==> src/rtl/fetch_unit.sv <==
`default_nettype none
// ============================================================================
// Module   : fetch_unit
// Purpose  : PC sequencer and instruction register for the 4-bit CPU, with
//            run/stall/branch/halt control from the execute stage.
// Revision : 1.0 - initial release
// ============================================================================
module fetch_unit #(
  parameter logic [3:0] RESET_PC = 4'h0
) (
  input  logic        CLK,
  input  logic        RST,
  input  logic        RUN,
  input  logic        STALL,
  input  logic        BR_TAKEN,
  input  logic [3:0]  BR_TARGET,
  input  logic        HALT_REQ,
  input  logic [10:0] INS_IN,
  output logic [3:0]  PC,
  output logic [10:0] IR,
  output logic [3:0]  IR_PC,
  output logic        IR_VALID,
  output logic        HALTED,
  output logic        WRAP
);

  typedef enum logic [1:0] {
    S_IDLE   = 2'd0,
    S_FETCH  = 2'd1,
    S_HALTED = 2'd2
  } state_t;

  localparam logic [3:0] c_PC_LAST = 4'hF;

  state_t      r_state, w_next_state;
  logic [3:0]  r_pc, w_pc_next;
  logic [10:0] r_ir, w_ir_next;
  logic [3:0]  r_ir_pc, w_ir_pc_next;
  logic        r_ir_valid, w_ir_valid_next;
  logic        r_halted, w_halted_next;
  logic        r_wrap, w_wrap_next;

  always_ff @(posedge CLK) begin
    if (RST) begin
      r_state    <= S_IDLE;
      r_pc       <= RESET_PC;
      r_ir       <= 11'b0;
      r_ir_pc    <= 4'h0;
      r_ir_valid <= 1'b0;
      r_halted   <= 1'b0;
      r_wrap     <= 1'b0;
    end else begin
      r_state    <= w_next_state;
      r_pc       <= w_pc_next;
      r_ir       <= w_ir_next;
      r_ir_pc    <= w_ir_pc_next;
      r_ir_valid <= w_ir_valid_next;
      r_halted   <= w_halted_next;
      r_wrap     <= w_wrap_next;
    end
  end

  always_comb begin
    w_next_state    = r_state;
    w_pc_next       = r_pc;
    w_ir_next       = r_ir;
    w_ir_pc_next    = r_ir_pc;
    w_ir_valid_next = r_ir_valid;
    w_wrap_next     = 1'b0;
    case (r_state)
      S_IDLE: begin
        w_ir_valid_next = 1'b0;
        if (RUN) w_next_state = S_FETCH;
      end
      S_FETCH: begin
        if (HALT_REQ) begin
          w_next_state    = S_HALTED;
          w_ir_valid_next = 1'b0;
        end else if (BR_TAKEN) begin
          // Redirect wins over stall; the word fetched this cycle is dropped.
          w_pc_next       = BR_TARGET;
          w_ir_valid_next = 1'b0;
        end else if (!STALL) begin
          w_ir_next       = INS_IN;
          w_ir_pc_next    = r_pc;
          w_ir_valid_next = 1'b1;
          w_pc_next       = r_pc + 4'd1;
          w_wrap_next     = (r_pc == c_PC_LAST);
        end
      end
      S_HALTED: begin
        w_ir_valid_next = 1'b0;
      end
      default: begin
        w_next_state    = S_IDLE;
        w_ir_valid_next = 1'b0;
      end
    endcase
    w_halted_next = (w_next_state == S_HALTED);
  end

  assign PC       = r_pc;
  assign IR       = r_ir;
  assign IR_PC    = r_ir_pc;
  assign IR_VALID = r_ir_valid;
  assign HALTED   = r_halted;
  assign WRAP     = r_wrap;

endmodule
`default_nettype wire

==> config.mk <==
export PLATFORM = sky130hd
export DESIGN_NAME = fetch_unit
export DESIGN_NICKNAME = d
export VERILOG_FILES = /design/src/rtl/fetch_unit.sv
export SDC_FILE = /design/constraint.sdc
export NUM_CORES = 1
export LEC_CHECK = 0
export ABC_AREA = 1
export BUFFER_PORTS_ARGS = -buffer_cell sky130_fd_sc_hd__buf_2
export CAP_MARGIN = 0
export CELL_PAD_IN_SITES_DETAIL_PLACEMENT = 0
export CELL_PAD_IN_SITES_GLOBAL_PLACEMENT = 2
export CORE_ASPECT_RATIO = 0.5
export CORE_UTILIZATION = 24
export CTS_CLUSTER_DIAMETER = 40
export DETAILED_ROUTE_END_ITERATION = 6
export HOLD_SLACK_MARGIN = 0.15
export PLACE_DENSITY_LB_ADDON = 0.1
export SYNTH_ARGS = -nofsm -noshare
export SYNTH_HDL_FRONTEND = slang
export SYNTH_SLANG_ARGS = --single-unit
==> constraint.sdc <==
create_clock -name CLK -period 1.42 [get_ports CLK]
set_input_delay 0.142 -clock CLK [delete_from_list [all_inputs] [get_ports CLK]]
set_output_delay 0.142 -clock CLK [all_outputs]
set_load 0.05 [all_outputs]
## Word-level counts from Yosys, hierarchy flattened

Index checks and enable logic that the tools add are counted.

- Flip-flop bits (word level): 24
- Output and inout port bits: 22
- Logic and storage cells: 27

- Add/subtract/negate cells: 1
- Eq/ne operators: 5
- Muxes and demuxes: 5
- Bitwise logic cells: 4
- Reductions and logical operators: 5

Operator list:

| kind | number |
|---|---|
| $mux 4 | 2 |
| $pmux 2 s3 | 1 |
| $reduce_or 5->1 | 1 |
| $add 4x1->4 const B | 1 |
| $eq 2x2->1 const B | 2 |
| $eq 4x4->1 const B | 1 |
| $mux 2 | 2 |
| $not 1->1 | 4 |
| $reduce_and 4->1 | 1 |
| $reduce_or 4->1 | 1 |
| $reduce_and 3->1 | 1 |
| $eq 2x1->1 const B | 1 |
| $logic_not 2->1 | 1 |
| $ne 2x1->1 const B | 1 |

## Logic depth before layout (Yosys ltp)

Gate-level depths: netlist (run 1).

- Depth after elaboration: 3
- Depth in mapped cells: 7
- Depth with buffers taken out: 7

## Worst setup path before layout (run 1)

No wires, ideal clock.

- Path kind: register -> register
- From: register r_pc[0] (netlist: PC[0])
- To: register r_pc[1] (netlist: PC[1])
- Data arrival time: 1.288 ns
- Required time: 1.304 ns
- Slack: 0.016 ns
- Cell stages (with the launch flop): 6
- Buffers on the path: 0
- Clock period less this slack: 1.404 ns
- Cell sequence: dfxtp_1 > ha_1 > nand2_1 > nand2_1 > o21ai_0 > nor2_1

- Longest elaborated chain between the ends: 3

Ends and longest elaborated chain:

| element | RTL line | RTL |
|---|---|---|
| from (decl) | 36 | `logic [3:0] r_pc, w_pc_next;` |
| from (signal assigned) | 54 | `r_pc <= w_pc_next;` |
| $add 4x1->4 | 87 | `w_pc_next = r_pc + 4'd1;` |
| $mux 4 | 83 | `end else if (!STALL) begin` |
| $mux 4 | 79 | `end else if (BR_TAKEN) begin` |

Every way passes these cells. The select of a mux whose other input is x is not followed.
A chain may end at the register's enable or synchronous reset.

## Worst setup path after layout (run 1)

- From: input BR_TAKEN
- To: register r_ir_pc[2] (netlist: IR_PC[2])

- Longest elaborated chain between the ends: 2

Ends and longest elaborated chain:

| element | RTL line | RTL |
|---|---|---|
| from (decl) | 15 | `input logic BR_TAKEN,` |
| $not 1->1 (no line) | -- |  |
| $reduce_and 4->1 (no line) | -- |  |
| to (signal assigned) | 56 | `r_ir_pc <= w_ir_pc_next;` |
| to (decl) | 38 | `logic [3:0] r_ir_pc, w_ir_pc_next;` |

Every way passes these cells.

==> results.py, run 1 <==
metrics = {
    "cts": {
        "clk_pin_slew_ps": 80,
        "cts-buffers-inserted": 3,
        "clk_latency_ps": 260,
        "clock_sinks": 24,
        "cts_buffer_depth": 2,
        "h-tree-depth": 1,
        "cts_root_buf": "clkbuf_8",
        "cts_tree": "built",
    },
    "pwr": {
        "leakagePower_nw": 0.658,
        "seqPwrFrac": 0.506,
        "p_total_mw": 1.40,
        "combPwrFrac": 0.167,
        "switching_power_mw": 0.369,
        "clock_power_share": 0.327,
        "switching_share": 0.263,
        "power_density_nw_per_um2": 970,
        "peakVddDrop_mv": 0.373,
        "p_int_mw": 1.04,
    },
    "synth": {
        "synthesis.nets": 148,
        "syn_inst": 126,
        "synth_seq_area_share": 0.494,
        "postSynthAreaPerCell_um2": 7.73,
        "yosysWarnings": 0,
        "ys_types": 21,
        "syn_area_um2": 973,
        "synth_seq_cells": 24,
    },
    "sta": {
        "fin_skew_ps": 3.66,
        "rsz0062_at_grt": "true",
        "finalHoldViolCount": 0,
        "fmax_ghz": 0.744,
        "layout_setup_ws_ps": 76.7,
        "slew_headroom": 0.799,
        "period_minus_slack_ps": 1340,
        "setup_tns_ps": 0,
        "worst_pin_slew_ps": 302,
        "setup_viol": 0,
        "final_max_slew_viol_count": 0,
        "hold_ws_ps": 222,
        "period_share": 0.946,
    },
    "critical_path": {
        "crit_family": "buffers and inverters",
        "max_stage_delay_ps": 520,
        "crit_fanout": 17,
        "worstSetupPathType": "in2reg",
        "worstSetupStartpointType": "input pin",
        "crit_chain": "dlygate4sd3_1 > buf_2 > nor2_2 > nand3_4 > clkinv_8 > nand2_1 > a21oi_1",
        "cp.arrival_ps": 1550,
        "end_kind": "register",
        "critPathRequiredTime_ps": 1620,
        "cp_num_buf_inv": 3,
        "slowest_stage": "dlygate4sd3_1",
    },
    "die": {
        "dieArea_um2": 4330,
        "fp.dieW_um": 92.1,
        "coreArea_um2": 3640,
        "rows": 15,
        "start_util": 0.267,
        "die_h_um": 47.0,
        "ioPinCount": 43,
    },
    "min_path": {
        "hold_class": "in2reg",
    },
    "global_routing": {
        "grt_pass1_vias": 834,
        "grt.busiest_layer": "met2",
        "grtUsageMet1": 0.167,
        "track_usage": 0.123,
        "grt_start_max_net_pins": 21,
        "grt.met2_usage": 0.176,
        "grt_util_met3": 0.0534,
        "antenna_found_initial": 0,
        "overflow": 0,
        "grt_pass1_wl_um": 3880,
    },
    "finish": {
        "antenna_cells": 0,
        "finish.utilization": 0.398,
        "area.sequential_um2": 480,
        "final_cells": 236,
        "nets": 208,
        "syn_to_final_growth_pct": 48.7,
        "design_area_um2": 1450,
        "drive_gt1_frac": 0.330,
        "multi_input_area_um2": 424,
        "nFillCells": 395,
    },
    "routing": {
        "vias": 969,
        "wl_per_cell_um": 10.3,
        "drtIter0Drc": 33,
        "viasPerCell": 4.11,
        "drc": 0,
        "drtPass1Iterations": 4,
        "drt_wl_total_um": 2420,
        "antenna_left": 0,
    },
    "place": {
        "gp_congestion": 0.758,
        "pre_cts_slack_ps": 213,
        "port_buffers": 42,
        "placed_area_um2": 1220,
        "dpl.hpwl_um": 1730,
        "place_inst": 216,
    },
    "run": {
        "cap_viol_max_count": 0,
    },
    "run_status": {
        "status": "finished clean",
    },
}
-- cell usage after synthesis --
cell type  instances  area share
nor2_1            37        0.14
dfxtp_1           24        0.49
o21ai_0           21        0.11
nand2_1           13       0.050
inv_1              6       0.023
a21oi_1            4       0.021
nand3_1            3       0.015
nor2_2             3       0.019
clkbuf_1           2      0.0077
nand4_1            2       0.013
buf_6              1       0.012
buf_8              1       0.015
clkinv_2           1      0.0051
ha_1               1       0.013
inv_2              1      0.0039
inv_4              1      0.0064
nand2_2            1      0.0064
nand3_2            1       0.010
nand3_4            1       0.018
nor2_4             1       0.012
nor3_1             1      0.0051
-- routing by layer --
layer / vias up / part of all wire
met5: - / 0
met4: 0 / 0.0033
met3: 2 / 0.061
met2: 25 / 0.39
met1: 418 / 0.55
li1: 524 / -
-- area by class of cell --
type                    instances  area share
clock buffers                   4      0.0380
flip-flops and latches         24       0.332
multi-input cells              89       0.293
inverters                       9      0.0354
repair buffers                 59       0.258
well taps                      51      0.0441
-- repair_timing --
action | CTS | global route
resized for setup | 0 | 9
hold endpoints to repair | 15 | 0
hold buffers | 14 | 0
setup endpoints to repair | 0 | 19
setup buffers | 0 | 2
-- state kept, by name, indices dropped and copies added (netlist names) --
name and cells:
IR 11, IR_PC 4, PC 4, r_state 2
HALTED 1, IR_VALID 1, WRAP 1
-- worst reg2reg max path: cells and delay by family (launching register included) --
kind,cells,cell delay (ps)
flops,1,350
buf+inv,2,620
simple gates,2,200
compound gates,1,120
-- worst paths after layout --
check	from	to	slack (ps)	cells past startpoint
setup / recovery	BR_TAKEN	IR_PC[2]	80	7
hold / removal	HALT_REQ	IR_VALID	220	4
setup reg to reg	r_state[0]	r_state[0]	80	5
hold reg to reg	IR_PC[2]	IR_PC[2]	480	2
-- placed cells by master, fill, tap and decap left out --
master         instances
buf_2                 42
nor2_1                36
dfxtp_1               24
o21ai_0               17
dlygate4sd3_1         14
nand2_1               13
inv_1                  5
nor2_2                 4
a21oi_1                4
o21ai_1                4
clkbuf_8               4
nand3_1                3
buf_4                  3
nand4_1                2
clkinvlp_4             1
inv_2                  1
nor2_4                 1
nand2_2                1
nand3_2                1
nand3_4                1
clkinv_8               1
nor3_1                 1
clkinv_2               1
ha_1                   1
-- kinds of logic (layout without fill, tap and decap cells) --
group                    Yosys count  in the layout  share of synthesized area
flip-flops                        24             24                      0.494
adder cells (fa/ha/maj)            1              1                     0.0129
AND/OR/NAND/NOR                   63             63                      0.292
buffers and inverters             13             72                     0.0733
AO/OA/AOI/OAI                     25             25                      0.129
-- power by group through the flow --
stage / Combinational, mW / Sequential [mW] / Clock (mW)
2_1_floorplan: 0.0772 / 0.782 / 0
3_3_place_gp: 0.201 / 0.725 / 0
3_5_place_dp: 0.198 / 0.726 / 0
4_1_cts: 0.229 / 0.710 / 0.488
5_1_grt: 0.261 / 0.714 / 0.524
6_report: 0.235 / 0.710 / 0.460
(Power assumes the default switching activity.)
==> run 2, diff against run 1 <==
--- a/config.mk
+++ b/config.mk
@@ -16,6 +16,7 @@
 export DETAILED_ROUTE_END_ITERATION = 6
 export HOLD_SLACK_MARGIN = 0.15
 export PLACE_DENSITY_LB_ADDON = 0.1
+export SETUP_SLACK_MARGIN = 0.4
 export SYNTH_ARGS = -nofsm -noshare
 export SYNTH_HDL_FRONTEND = slang
 export SYNTH_SLANG_ARGS = --single-unit
==> run 2 against run 1 <==
  * Clock skew up 1.8 ps
  * Combinational power up 14%
  * Flip-flop and latch count unchanged
  * Sequential share of layout area down 2.2 points
  * First-iteration DRC count up 6.1%
  * Largest cell class unchanged
  * Worst hold slack worse by 95 ps
  * Sequential power about the same
  * Critical path depth down 1
  * Critical path type is now reg2reg
  * Global-route usage up 1.1 points
  * Largest power group unchanged
==> results.py, run 2 (synthesized netlist as in run 1, its figures left out) <==
metrics = {
    "run_status": {
        "status": "finished clean",
    },
    "finish": {
        "final_cell_mix": "37 x nor2_1, 22 x buf_2, 18 x dfxtp_1",
        "design_area_um2": 1610,
        "nets": 210,
        "final_cells": 238,
        "finish.utilization": 0.441,
        "multi_input_area_um2": 484,
        "drive_gt1_frac": 0.406,
        "final_common_cell": "nor2_1",
        "antenna_cells": 0,
        "nFillCells": 394,
        "area.sequential_um2": 498,
        "largest_register_ffs": 11,
        "syn_to_final_growth_pct": 65.0,
    },
    "critical_path": {
        "crit_path_end": "PC[2]",
        "worstSetupPathType": "reg2reg",
        "cp.depth": 6,
        "worstSetupStartpointType": "register",
        "slowest_stage": "dfxtp_2",
        "crit_family": "simple AND/OR/NAND/NOR gates",
        "critPathRequiredTime_ps": 1620,
        "timing.rr.start": "r_state[0]",
        "max_stage_delay_ps": 340,
        "cp.arrival_ps": 1320,
        "reg2reg_depth": 6,
        "cp_num_buf_inv": 2,
        "end_kind": "register",
        "cp-startpoint": "r_state[0]",
        "crit_chain": "inv_2 > nor2_4 > nand3_2 > clkinv_2 > o21ai_0 > a21oi_1",
        "r2r_slack_ps": 300,
        "rr_endpoint": "PC[2]",
        "crit_fanout": 5,
    },
    "sta": {
        "worst_pin_slew_ps": 372,
        "setup_tns_ps": 0,
        "period_share": 0.791,
        "finalHoldViolCount": 0,
        "fmax_ghz": 0.891,
        "final_max_slew_viol_count": 0,
        "slew_headroom": 0.752,
        "hold_ws_ps": 127,
        "rsz0062_at_grt": "true",
        "layout_setup_ws_ps": 297,
        "setup_viol": 0,
        "period_minus_slack_ps": 1120,
        "fin_skew_ps": 5.48,
    },
    "place": {
        "dpl.hpwl_um": 1760,
        "placed_area_um2": 1250,
        "place_inst": 217,
        "pre_cts_slack_ps": 215,
        "gp_congestion": 0.692,
        "port_buffers": 42,
    },
    "run": {
        "cap_viol_max_count": 0,
    },
    "routing": {
        "viasPerCell": 4.17,
        "antenna_left": 0,
        "vias": 993,
        "wl_per_cell_um": 11.1,
        "drc": 0,
        "drt_wl_total_um": 2640,
        "drtIter0Drc": 35,
        "drtPass1Iterations": 4,
    },
    "global_routing": {
        "grt_pass1_wl_um": 4220,
        "grt_start_max_net_pins": 16,
        "antenna_found_initial": 0,
        "grt_pass1_vias": 831,
        "track_usage": 0.134,
        "overflow": 0,
    },
    "pwr": {
        "leakagePower_nw": 0.681,
        "p_total_mw": 1.51,
        "peakVddDrop_mv": 0.330,
        "power_density_nw_per_um2": 940,
    },
    "min_path": {
        "hold_class": "in2reg",
    },
    "cts": {
        "cts_root_buf": "clkbuf_8",
        "cts_tree": "built",
        "clock_sinks": 24,
        "clk_latency_ps": 270,
        "h-tree-depth": 1,
        "clk_pin_slew_ps": 80,
        "cts-buffers-inserted": 3,
        "cts_buffer_depth": 2,
    },
    "die": {
        "coreArea_um2": 3640,
        "die_h_um": 47.0,
        "fp.dieW_um": 92.1,
        "dieArea_um2": 4330,
        "start_util": 0.267,
        "rows": 15,
        "ioPinCount": 43,
    },
}
## run 2: routing by layer
layer	routed length (µm)	global-route usage	up-vias
met5	0	0	-
met4	0	0.0188	0
met3	138	0.0534	0
met2	1020	0.191	27
met1	1490	0.193	430
li1	-	-	536
## run 2: cell type report
class,instances,share of cell area
flip-flops and latches,24,0.310
multi-input cells,91,0.301
repair buffers,59,0.278
clock buffers,4,0.0413
well taps,51,0.0397
inverters,9,0.0296
## run 2: how the worst min path moves through the flow
stage	startpoint	endpoint	slack, ps	cells after the start
6_report	INS_IN[3]	IR[3]	130	3
5_1_grt	INS_IN[3]	IR[3]	150	3
2_1_floorplan	RST	PC[3]	200	1
4_1_cts	INS_IN[3]	IR[3]	160	3
3_5_place_dp	RST	PC[3]	370	2
3_3_place_gp	RST	PC[3]	370	2
## run 2: worst register-to-register path, delay by kind of cell, from the launching register on
family	cells	cell delay, ps
AOI/OAI and AO/OA	2	210
buffers and inverters	2	150
and+or+nand+nor	2	350
DFF	1	340
## run 2: timing repair
item | CTS | global route
resized for setup | 25 | 20
cloned | 2 | 0
endpoints found under the setup margin | 33 | 30
hold buffers | 13 | 0
pin swaps | 2 | 0
endpoints found under the hold margin | 14 | 0
setup buffers | 1 | 1
## run 2: where the power goes
group	internal, mW	total [mW]	switching (mW)	leakage [nW]
clock	0.306	0.533	0.227	0.0339
combinational	0.110	0.267	0.156	0.449
sequential	0.691	0.711	0.0194	0.198
total	1.11	1.51	0.403	0.681
